==> src/rtl/msg_link_arbiter.sv <==
// msg_link_arbiter: shares one outbound valid/ready message link among
// NUM_REQ requesters. Arbitration is round-robin, and a multi-word message
// keeps the grant until its last word is accepted. A one-entry output register
// sustains one word per cycle while ready_i stays high.
// Optional build macro: MSG_ARB_FIXED_PRIORITY_EN makes the lowest-index
// valid requester win and removes the round-robin pointer. Locking is the same.
module msg_link_arbiter #(
  parameter int NUM_REQ = 2,
  parameter int DATA_W  = 32
) (
  input  logic                      clk_i,
  input  logic                      reset_i,
  input  logic [NUM_REQ-1:0]        req_valid_i,
  input  logic [NUM_REQ*DATA_W-1:0] req_data_i,
  input  logic [NUM_REQ-1:0]        req_last_i,
  output logic [NUM_REQ-1:0]        req_ready_o,
  output logic                      valid_o,
  output logic [DATA_W-1:0]         message_o,
  output logic                      last_o,
  input  logic                      ready_i,
  output logic [NUM_REQ-1:0]        grant_o,
  output logic                      busy_o
);

  localparam int IDX_W = $clog2(NUM_REQ);

  typedef enum logic {
    UNLOCKED = 1'b0,
    LOCKED   = 1'b1
  } state_t;

  state_t             state_q, state_d;
  logic [IDX_W-1:0]   own_q, own_d;
  logic               load_en;
  logic               locked;
  logic               win_found;
  logic [IDX_W-1:0]   win_idx;
  logic [IDX_W-1:0]   sel_idx;
  logic               sel_valid;
  logic [DATA_W-1:0]  sel_data;
  logic               sel_last;
  logic               offer;
  logic               accept;

`ifndef MSG_ARB_FIXED_PRIORITY_EN
  logic [IDX_W-1:0]   rr_ptr_q, rr_ptr_d;
`endif

  assign load_en = !valid_o || ready_i;
  assign locked  = (state_q == LOCKED);
  assign busy_o  = valid_o || locked;

`ifdef MSG_ARB_FIXED_PRIORITY_EN
  // Winner search: lowest-index valid requester (descending scan, last hit wins)
  always_comb begin
    win_found = 1'b0;
    win_idx   = '0;
    for (int r = NUM_REQ - 1; r >= 0; r--) begin
      if (req_valid_i[r]) begin
        win_found = 1'b1;
        win_idx   = IDX_W'(r);
      end
    end
  end
`else
  // Winner search: first valid requester at or after rr_ptr, wrapping around
  always_comb begin
    win_found = 1'b0;
    win_idx   = '0;
    for (int k = 0; k < NUM_REQ; k++) begin
      for (int r = 0; r < NUM_REQ; r++) begin
        if (!win_found && req_valid_i[r] &&
            (((int'(rr_ptr_q) + k) % NUM_REQ) == r)) begin
          win_found = 1'b1;
          win_idx   = IDX_W'(r);
        end
      end
    end
  end
`endif

  // Handshake: the owner (or the fresh winner) is offered ready whenever the output register can load
  always_comb begin
    sel_idx     = locked ? own_q : win_idx;
    sel_valid   = 1'b0;
    sel_data    = '0;
    sel_last    = 1'b0;
    for (int r = 0; r < NUM_REQ; r++) begin
      if (sel_idx == IDX_W'(r)) begin
        sel_valid = req_valid_i[r];
        sel_data  = req_data_i[r*DATA_W +: DATA_W];
        sel_last  = req_last_i[r];
      end
    end
    offer       = load_en && (locked || win_found) && !reset_i;
    accept      = offer && sel_valid;
    req_ready_o = '0;
    for (int r = 0; r < NUM_REQ; r++) begin
      req_ready_o[r] = offer && (sel_idx == IDX_W'(r));
    end
  end

  // Grant indication: one-hot owner while a message is in flight
  always_comb begin
    grant_o = '0;
    for (int r = 0; r < NUM_REQ; r++) begin
      grant_o[r] = locked && (own_q == IDX_W'(r));
    end
  end

  // Lock tracking: a non-last word locks to its sender, a last word releases and advances the pointer
  always_comb begin
    state_d  = state_q;
    own_d    = own_q;
`ifndef MSG_ARB_FIXED_PRIORITY_EN
    rr_ptr_d = rr_ptr_q;
`endif
    if (accept) begin
      if (sel_last) begin
        state_d  = UNLOCKED;
        own_d    = '0;
`ifndef MSG_ARB_FIXED_PRIORITY_EN
        rr_ptr_d = IDX_W'((int'(sel_idx) + 1) % NUM_REQ);
`endif
      end else begin
        state_d = LOCKED;
        own_d   = sel_idx;
      end
    end
  end

  // Arbitration state register
  always_ff @(posedge clk_i or posedge reset_i) begin
    if (reset_i) begin
      state_q  <= UNLOCKED;
      own_q    <= '0;
`ifndef MSG_ARB_FIXED_PRIORITY_EN
      rr_ptr_q <= '0;
`endif
    end else begin
      state_q  <= state_d;
      own_q    <= own_d;
`ifndef MSG_ARB_FIXED_PRIORITY_EN
      rr_ptr_q <= rr_ptr_d;
`endif
    end
  end

  // Output register: loads on accept, drains on downstream ready, otherwise holds
  always_ff @(posedge clk_i or posedge reset_i) begin
    if (reset_i) begin
      valid_o   <= 1'b0;
      message_o <= '0;
      last_o    <= 1'b0;
    end else if (accept) begin
      valid_o   <= 1'b1;
      message_o <= sel_data;
      last_o    <= sel_last;
    end else if (ready_i) begin
      valid_o   <= 1'b0;
    end
  end

endmodule

==> config.mk <==
export PLATFORM = sky130hd
export DESIGN_NAME = msg_link_arbiter
export DESIGN_NICKNAME = d
export VERILOG_FILES = /design/src/rtl/msg_link_arbiter.sv
export SDC_FILE = /design/constraint.sdc
export NUM_CORES = 1
export LEC_CHECK = 0
export ABC_AREA = 1
export CAP_MARGIN = 20
export CORE_ASPECT_RATIO = 0.6
export CORE_UTILIZATION = 36
export CTS_BUF_LIST = sky130_fd_sc_hd__clkbuf_8
export DETAILED_ROUTE_END_ITERATION = 6
export PLACE_DENSITY_LB_ADDON = 0.05
export SLEW_MARGIN = 25
export SYNTH_ARGS = -nofsm -noshare
export SYNTH_HDL_FRONTEND = slang
export SYNTH_SLANG_ARGS = --single-unit
export TNS_END_PERCENT = 50
==> constraint.sdc <==
create_clock -name clk_i -period 1.7 [get_ports clk_i]
set_clock_uncertainty 0.1 [all_clocks]
set_input_delay 0.255 -clock clk_i [delete_from_list [all_inputs] [get_ports clk_i]]
set_output_delay 0.255 -clock clk_i [all_outputs]
set_load 0.02 [all_outputs]
Word-level counts from Yosys, hierarchy flattened --
Index checks and enable logic that the tools add are counted.
Operators by class: add/sub/neg operators 2, equal/unequal tests 1, mux-type cells 15, bitwise gates (word level) 3, reduce and logical (&&, ||, !) cells 26
Operators with widths (count):
- 32-bit zero test | 2
- 32-bit two-way mux | 1
- 1-bit logical AND | 14
- 1-bit two-way mux | 14
- 1-bit zero test | 5
- 1-bit logical OR | 3
- 1-bit adder, second input constant | 2
- 2-bit equality test, second input constant | 1
- 1-bit inverter | 2
- 2-bit AND reduction | 1
- 2-bit nonzero test | 1
- 1-bit bitwise AND, first input constant | 1
Word-level totals: flip-flop bits (word level) 37, input port bits 71, output and inout port bits 39, logic and storage cells 53

Depth between registers and ports, before layout --
Gate-level depths: netlist of the first run.
word-level depth 20, mapped depth 10, gate-level depth less buffers 9

Worst setup path before layout of the first run --
Ideal clock, no wire load.
path kind input to register, from in reset_i, to reg last_o, library setup time 0.117 ns, arrival time 1.842 ns, data required time 1.483 ns, slack -0.359 ns, cell stages on the path 9, path buffers 1, path through inv_1 > nand2_1 > nor2_1 > nand3_1 > nand2_2 > inv_2 > buf_2 > nand2_1 > nand2_1
Between the ends: word-level cells in the longest chain between the ends 3
RTL lines:
- start: declaration | line 12 | input logic reset_i,
- 1-bit zero test (no source line)
- 1-bit logical AND | line 95 | offer = load_en && (locked || win_found) && !reset_i;
- 1-bit logical AND | line 96 | accept = offer && sel_valid;
- end signal: assignment | line 158 | last_o <= sel_last;
- end: declaration | line 19 | output logic last_o,
Every way passes these cells. A chain may end at the register's enable or synchronous reset.

Worst setup path in the final report of the first run --
from reg state_q (netlist: locked), to reg message_o[17]
Between the ends: word-level cells in the longest chain between the ends 4, elaborated cells on any way between the ends 7, those cells by class 3 x mux; 4 x reduce/logical
RTL lines:
- start: declaration | line 32 | state_t state_q, state_d;
- start signal: assignment | line 141 | state_q <= state_d;
- 1-bit logical OR | line 95
- 1-bit logical AND (2 in series) | line 95
- 1-bit logical AND | line 96
- end signal: assignment | line 157 | message_o <= sel_data;
- end: declaration | line 18 | output logic [DATA_W-1:0] message_o,
Several ways; a longest one is shown, not always the timed one.

==> results.md, run 1 <==
* Cell taking the most area after synthesis: dfrtp_1
* Vias in the first global route at 2,026
* Chip height at a little under 60 µm
* Global-route wire length before repair at between 9000 and 10,000 µm
* Slew Limit Fails at 0
* Fillers at ~400
* Dpl cells at roughly 470
* Outcome: finished with violations
* Synthesis-stage register bit count at 37
* Sequential area share after synthesis at 0.4780
* IO Count at 110
* DRT Pass-1 Iters at 4
* Slew @ Worst Pin at between 0.4 and 0.5 ns
* Max_slew headroom at 0.6881
* Root Buffer: clkbuf_8
* TritonCTS clock tree: built
* Pre-CTS WS at -0.5160 ns
* Vias per inst at 4.611
* Initial Util at 0.3776
* Pwr/cell area at between 1500 and 2000 mW/mm²
* Crit-path max FO at 7
* Max Buffers Root-to-Sink at 2
* Synth-to-Final Area Change at 96.58%
* Core Box Area at 0.005130 mm²
* Syn nets at about 360
* Post-synth top cells: 208 x nand2_1, 37 x dfrtp_1, 9 x inv_1
* Top-area cell type share of the netlist area at 0.4780
* DRT iter0 DRCs at 61
* Most common cell in the netlist: nand2_1
* Cells after Synth at 287
* Drt total wl at 6692 µm
* Critical path class: reg -> reg
* HP Class: in -> async
* Ant. Diodes at 0
* Final hold vios at 0
* Die area at about 0.0057 mm²
* Layout Cells excl Fill at a little under 500
* Leakage at around 2 nW
* Syn_area_per_cell at 6.749 µm²
* CTS Hold Bufs at 0
* Minimum clock period at about 1.8 ns
* Largest net degree at the start of global routing at 38
* Port Buf Inserts at ~110
* Distinct cells, synth at 16
* Die X-Extent at 96.70 µm
* FFs w/ async S/R, synth at 1.000
* Clk sinks at 37
* Gpl congestion at approximately 0.75
* Share of layout cells above drive strength 1 at 0.2436
* Worst Hold Slack at roughly 0.37 ns
* Placement Rows at 20
* Worst Setup End Kind: register
* Total number of vias at between 2,000 and 2,500
* Critical path data required time at roughly 1.8 ns
* Cell Area, Synth at 0.001937 mm²
* Post-layout util at 0.7422
* Number of synthesis warnings at 0
* Peak supply drop at roughly 0.00065 V
* Antenna Nets Post-Route at 0
* Antenna violations before repair at 0
* Worst-skew pair later-pin latency at between 0.2 and 0.3 ns
* CTS Buf Count at 5
* Grt total ovfl at 0
* Routed WL per cell at 13.57 µm
* H-tree levels at 2
* CTS clk-pin slew, worst paths at roughly 0.070 ns
* DPL Wire Length at slightly below 4000 µm
* CP arrival at between 1.5 and 2 ns
* # Max-Cap Violations at 0
* Setup violations, final at 30
* DRC violations left at 0
* RSZ-0062 raised after global routing: yes
* Fin nets at a little under 500
* Number of synthesized flops with an enable pin at 0
* PnR worst setup slack at -0.1229 ns
* Startpoint type of the worst setup path: register
* Fmax at roughly 550 MHz
* Violated checks: setup timing
* Gr usage total at 0.2230
* Crit share post-route at 1.072
* Largest cells by area after synthesis: dfrtp_1 48%, nand2_1 40%, inv_1 1.7%
* Main synth FF type: dfrtp_1
worst max-delay path: stages (launching register included):
cell and delay [ns]:
dfrtp_2 0.46, inv_4 0.09, nand2_4 0.06, nor2_2 0.14
nor2_4 0.05, buf_4 0.15, nand3_4 0.08, nand2_4 0.07
buf_12 0.15, buf_8 0.12, buf_8 0.13, nand2_2 0.06
nand2_2 0.05
path summary, 6_finish.rpt:
check,slack (ns),endpoint,start,depth (start not counted)
setup / recovery,-0.12,message_o[17],locked,12
setup reg to reg,-0.12,message_o[17],locked,12
max in group asynchronous,0.79,locked,reset_i,3
hold reg to reg,0.37,message_o[28],message_o[28],2
hold / removal,0.37,valid_o,reset_i,3
min in group clk_i,0.37,message_o[28],message_o[28],2
report_power, final:
part,switching [W],total [W],leakage [nW],internal [W]
logic,0.00239,0.00459,1.45,0.00220
registers,0.000254,0.00154,0.465,0.00129
clock network,0.000318,0.000685,0.0542,0.000367
total,0.00296,0.00682,1.97,0.00386
sequential cells by signal, summed over array words and instances (netlist names):
| signal | count |
|---|---|
| message_o | 32 |
| last_o | 1 |
| locked | 1 |
| own_q | 1 |
| rr_ptr_q | 1 |
| valid_o | 1 |
cell families (layout without fill, tap and decap cells):
| logic type | count (synthesis) | after routing | synth area share |
|---|---|---|---|
| flops | 37 | 37 | 0.4780 |
| simple gates | 224 | 224 | 0.4490 |
| buf+inv | 24 | 164 | 0.06783 |
| compound gates | 2 | 2 | 0.005168 |
per-layer routing:
layer  wire [µm]  GRT usage  share of wire
met1        2956     0.2772           0.44
met2        3177     0.3722           0.47
met3         459    0.07363          0.069
met4          99    0.07676          0.015
met5           0          0              0
final cells by class:
type	instances	area, µm²	share of cell area
Multi-Input combinational cell	226	1079	0.2833
Clock buffer	7	96.34	0.02530
Timing Repair Buffer	145	1568	0.4118
Tap cell	66	82.58	0.02169
Sequential cell	37	927.1	0.2435
Inverter	11	50.05	0.01314
Clock inverter	1	5.005	0.001314
placed cells by master, fill, tap and decap left out, types with 2 or more instances in the layout:
cell               n
nor2_2             3
nand3_4            3
buf_4             18
dfrtp_1           36
clkbuf_8           7
buf_6              5
buf_8              3
dlygate4sd2_1      4
nand2_1          172
buf_16             4
nand2_4            9
nand2_2           30
clkdlybuf4s50_1  101
buf_12             7
inv_4              2
inv_1              7
nor2_4             3
per-stage QoR:
step / total power [W] / TNS, ns / instance area (µm²)
global route: 0.007246 / -4.980 / 3807
finish: 0.006817 / -2.737 / 3807
floorplan: 0.003392 / -1.148 / 1941
CTS: 0.006244 / -1.645 / 3572
detailed placement: 0.004959 / -19.31 / 3184
global placement: 0.004900 / -17.41 / 3184
repair_timing:
action | CTS | global route
gates resized for setup | 41 | 65
pin swaps | 4 | 23
setup buffers | 10 | 3
endpoints found under the setup margin | 43 | 41
gates cloned | 4 | 2
endpoints found under the hold margin | 0 | 0
Power figures use the tool's default switching activity.
==> inputs of run 2 (changes only) <==
--- a/config.mk
+++ b/config.mk
@@ -8,7 +8,8 @@
 export ABC_AREA = 1
 export CAP_MARGIN = 20
 export CORE_ASPECT_RATIO = 0.6
-export CORE_UTILIZATION = 36
+export CORE_MARGIN = 2
+export CORE_UTILIZATION = 28
 export CTS_BUF_LIST = sky130_fd_sc_hd__clkbuf_8
 export DETAILED_ROUTE_END_ITERATION = 6
 export PLACE_DENSITY_LB_ADDON = 0.05
==> run 2 against run 1 <==
Sequential share of layout area is 0.76 points higher. First-iteration DRC count increased by 61%. Global-route usage is 6.1 points lower. Fmax grew 5.6%. The run still ends with setup timing left. Wire length shrank 0.30%. Combinational power decreased by 5.7%. Final area fell by 3.2%. Critical endpoint is now message_o[8]. Highest routed layer unchanged. Cell count rose by 3.2%. Count of clock-buffer cells in the layout unchanged. Non-clock buffer count fell by 5.
==> results.md, run 2 (synthesis gave the netlist of run 1 again) <==
* Initial Util at 0.2901
* Commonest non-fill, non-tap cell in the layout: nand2_1
* Antenna violations before repair at 0
* Worst Setup End Kind: register
* Final hold vios at 0
* Drt total wl at roughly 6700 µm
* Outcome: finished with violations
* Die area at about 0.0076 mm²
* Core Box Area at roughly 0.0067 mm²
* CTS Buf Count at 5
* Max reg flops at 32
* Share of layout cells above drive strength 1 at 0.1943
* Leakage at 1.918 nW
* Synth-to-Final Area Change at 90.37%
* Clock share of power at 0.105
* Ant. Diodes at 0
* # Max-Cap Violations at 0
* RSZ-0062 raised after global routing: yes
* Largest net degree at the start of global routing at 38
* DRT iter0 DRCs at slightly below 100
* H-tree levels at 2
* Critical path's largest stage delay at between 0.4 and 0.5 ns
* Setup violations, final at 15
* Peak supply drop at around 0.00073 V
* Clk sinks at 37
* DPL Wire Length at 4316 µm
* P_sw at 0.002795 W
* Commonest cells after routing, fill and taps aside: 185 x nand2_1, 99 x clkdlybuf4s50_1, 37 x dfrtp_1
* Slew Limit Fails at 0
* TritonCTS clock tree: built
* Cell internal pwr at 0.003772 W
* Placed Area at 0.003206 mm²
* Most common cell on crit path: nand2_2
* Max_slew headroom at 0.6737
* Worst-skew pair later-pin latency at just under 0.3 ns
* HP Class: in -> async
* Slew @ Worst Pin at ~0.49 ns
* Grt total ovfl at 0
* DRT Pass-1 Iters at 5
* Gr usage total at 0.1616
* Root Buffer: clkbuf_8
* Violated checks: setup timing
* PnR worst setup slack at -0.02677 ns
* Worst Hold Slack at between 0.3 and 0.4 ns
* Largest reg by FF count: message_o
* Port Buf Inserts at ~110
* Flop pwr share at 0.236
* Fmax at around 580 MHz
* Design area at 0.003687 mm²
* Fillers at between 600 and 700
* Minimum clock period at 1.727 ns
* Cell Chain, Critical Path: inv_2 > nand2_2 > buf_6 > nand3_4 > buf_12 > nand3_2 > nand2_8 > inv_8 > clkbuf_16 > nand2_2 > nand2_2
* Die X-Extent at between 100 and 150 µm
* Vias in the first global route at roughly 1,900
* Crit-path max FO at 6
* Routed WL per cell at roughly 13 µm
* Antenna Nets Post-Route at 0
* Fin nets at 492
* Max Buffers Root-to-Sink at 2
* Global-route wire length before repair at roughly 9600 µm
* CTS Hold Bufs at 0
* Sw frac at 0.4257
* Slowest cell on crit path: dfrtp_1
* Critical path data required time at 1.78 ns
* Startpoint type of the worst setup path: register
* IO Count at 110
* Chip height at 68.43 µm
* CTS clk-pin slew, worst paths at 0.08 ns
* Critical path class: reg -> reg
* Crit share post-route at 1.016
* Vias per inst at about 4.3
* DRC violations left at 0
* Placement Rows at 23
* Total number of vias at 2,168
* CP arrival at between 1.5 and 2 ns
* Comb power frac at 0.660
* Pwr/cell area at roughly 1800 mW/mm²
* Gpl congestion at between 0.7 and 0.8
run 2: changes by cell type in the layout (fill, tap and decap cells not counted), sizes merged:
cell           change
buf                -9
clkbuf             +3
clkdlybuf4s15      +1
clkdlybuf4s50      -2
dlygate4sd2        -1
dlymetal6s2s       +3
run 2: area by class of cell:
cell class	instances	area (µm²)	area share
Clock buffer	7	96.34	0.02613
Tap cell	87	108.9	0.02952
Clock inverter	1	5.005	0.001357
Multi-Input combinational cell	226	996.0	0.2701
Inverter	11	52.55	0.01425
Sequential cell	37	925.9	0.2511
Timing Repair Buffer	140	1503	0.4075
run 2: metal layers:
layer | routed length (µm) | GRT usage
met4 | 106 | 0.04167
met5 | 0 | 0
met1 | 3321 | 0.2196
met2 | 2772 | 0.2470
met3 | 471 | 0.05846
run 2: what timing repair did:
| action | in CTS | in global routing |
|---|---|---|
| resized for setup | 28 | 54 |
| gates cloned | 0 | 6 |
| endpoints found under the hold margin | 0 | 0 |
| pin swaps | 2 | 7 |
| endpoints found under the setup margin | 43 | 41 |
| setup buffers | 2 | 4 |
run 2: worst paths after layout:
check / slack (ns) / to / depth (start not counted) / start
worst max-delay path: -0.03 / message_o[8] / 11 / locked
worst min-delay path: 0.36 / valid_o / 3 / reset_i
worst max register to register: -0.03 / message_o[8] / 11 / locked
worst min register to register: 0.37 / message_o[12] / 2 / message_o[12]
max in group asynchronous: 0.79 / message_o[12] / 3 / reset_i
min in group clk_i: 0.37 / message_o[12] / 2 / message_o[12]
run 2: power groups by stage:
stage | clock network, W | registers [W] | logic [W]
after CTS | 0.000707 | 0.00150 | 0.00357
after floorplan | 0 | 0.00195 | 0.00144
final | 0.000687 | 0.00155 | 0.00433
after detailed placement | 0 | 0.00151 | 0.00346
after global routing | 0.000752 | 0.00159 | 0.00471
after global placement | 0 | 0.00151 | 0.00342
run 2: metrics by stage:
step	power, W	setup WS [ns]	std cells	TNS, ns	util
2_1_floorplan	0.003392	-0.03863	287	-1.148	-
3_3_place_gp	0.004931	-0.4829	489	-17.08	0.4801
3_5_place_dp	0.004974	-0.4918	489	-17.81	0.4801
4_1_cts	0.005778	-0.01839	499	-0.02536	0.5008
5_1_grt	0.007060	-0.08930	509	-2.388	0.5523
6_report	0.006567	-0.02677	509	-0.1020	0.5523
run 2: worst max-delay path, delay by kind of cell (launching register included):
kind	cells	cell delay, ns
flip-flops	1	0.43
buffers and inverters	5	0.55
AND/OR/NAND/NOR	6	0.51
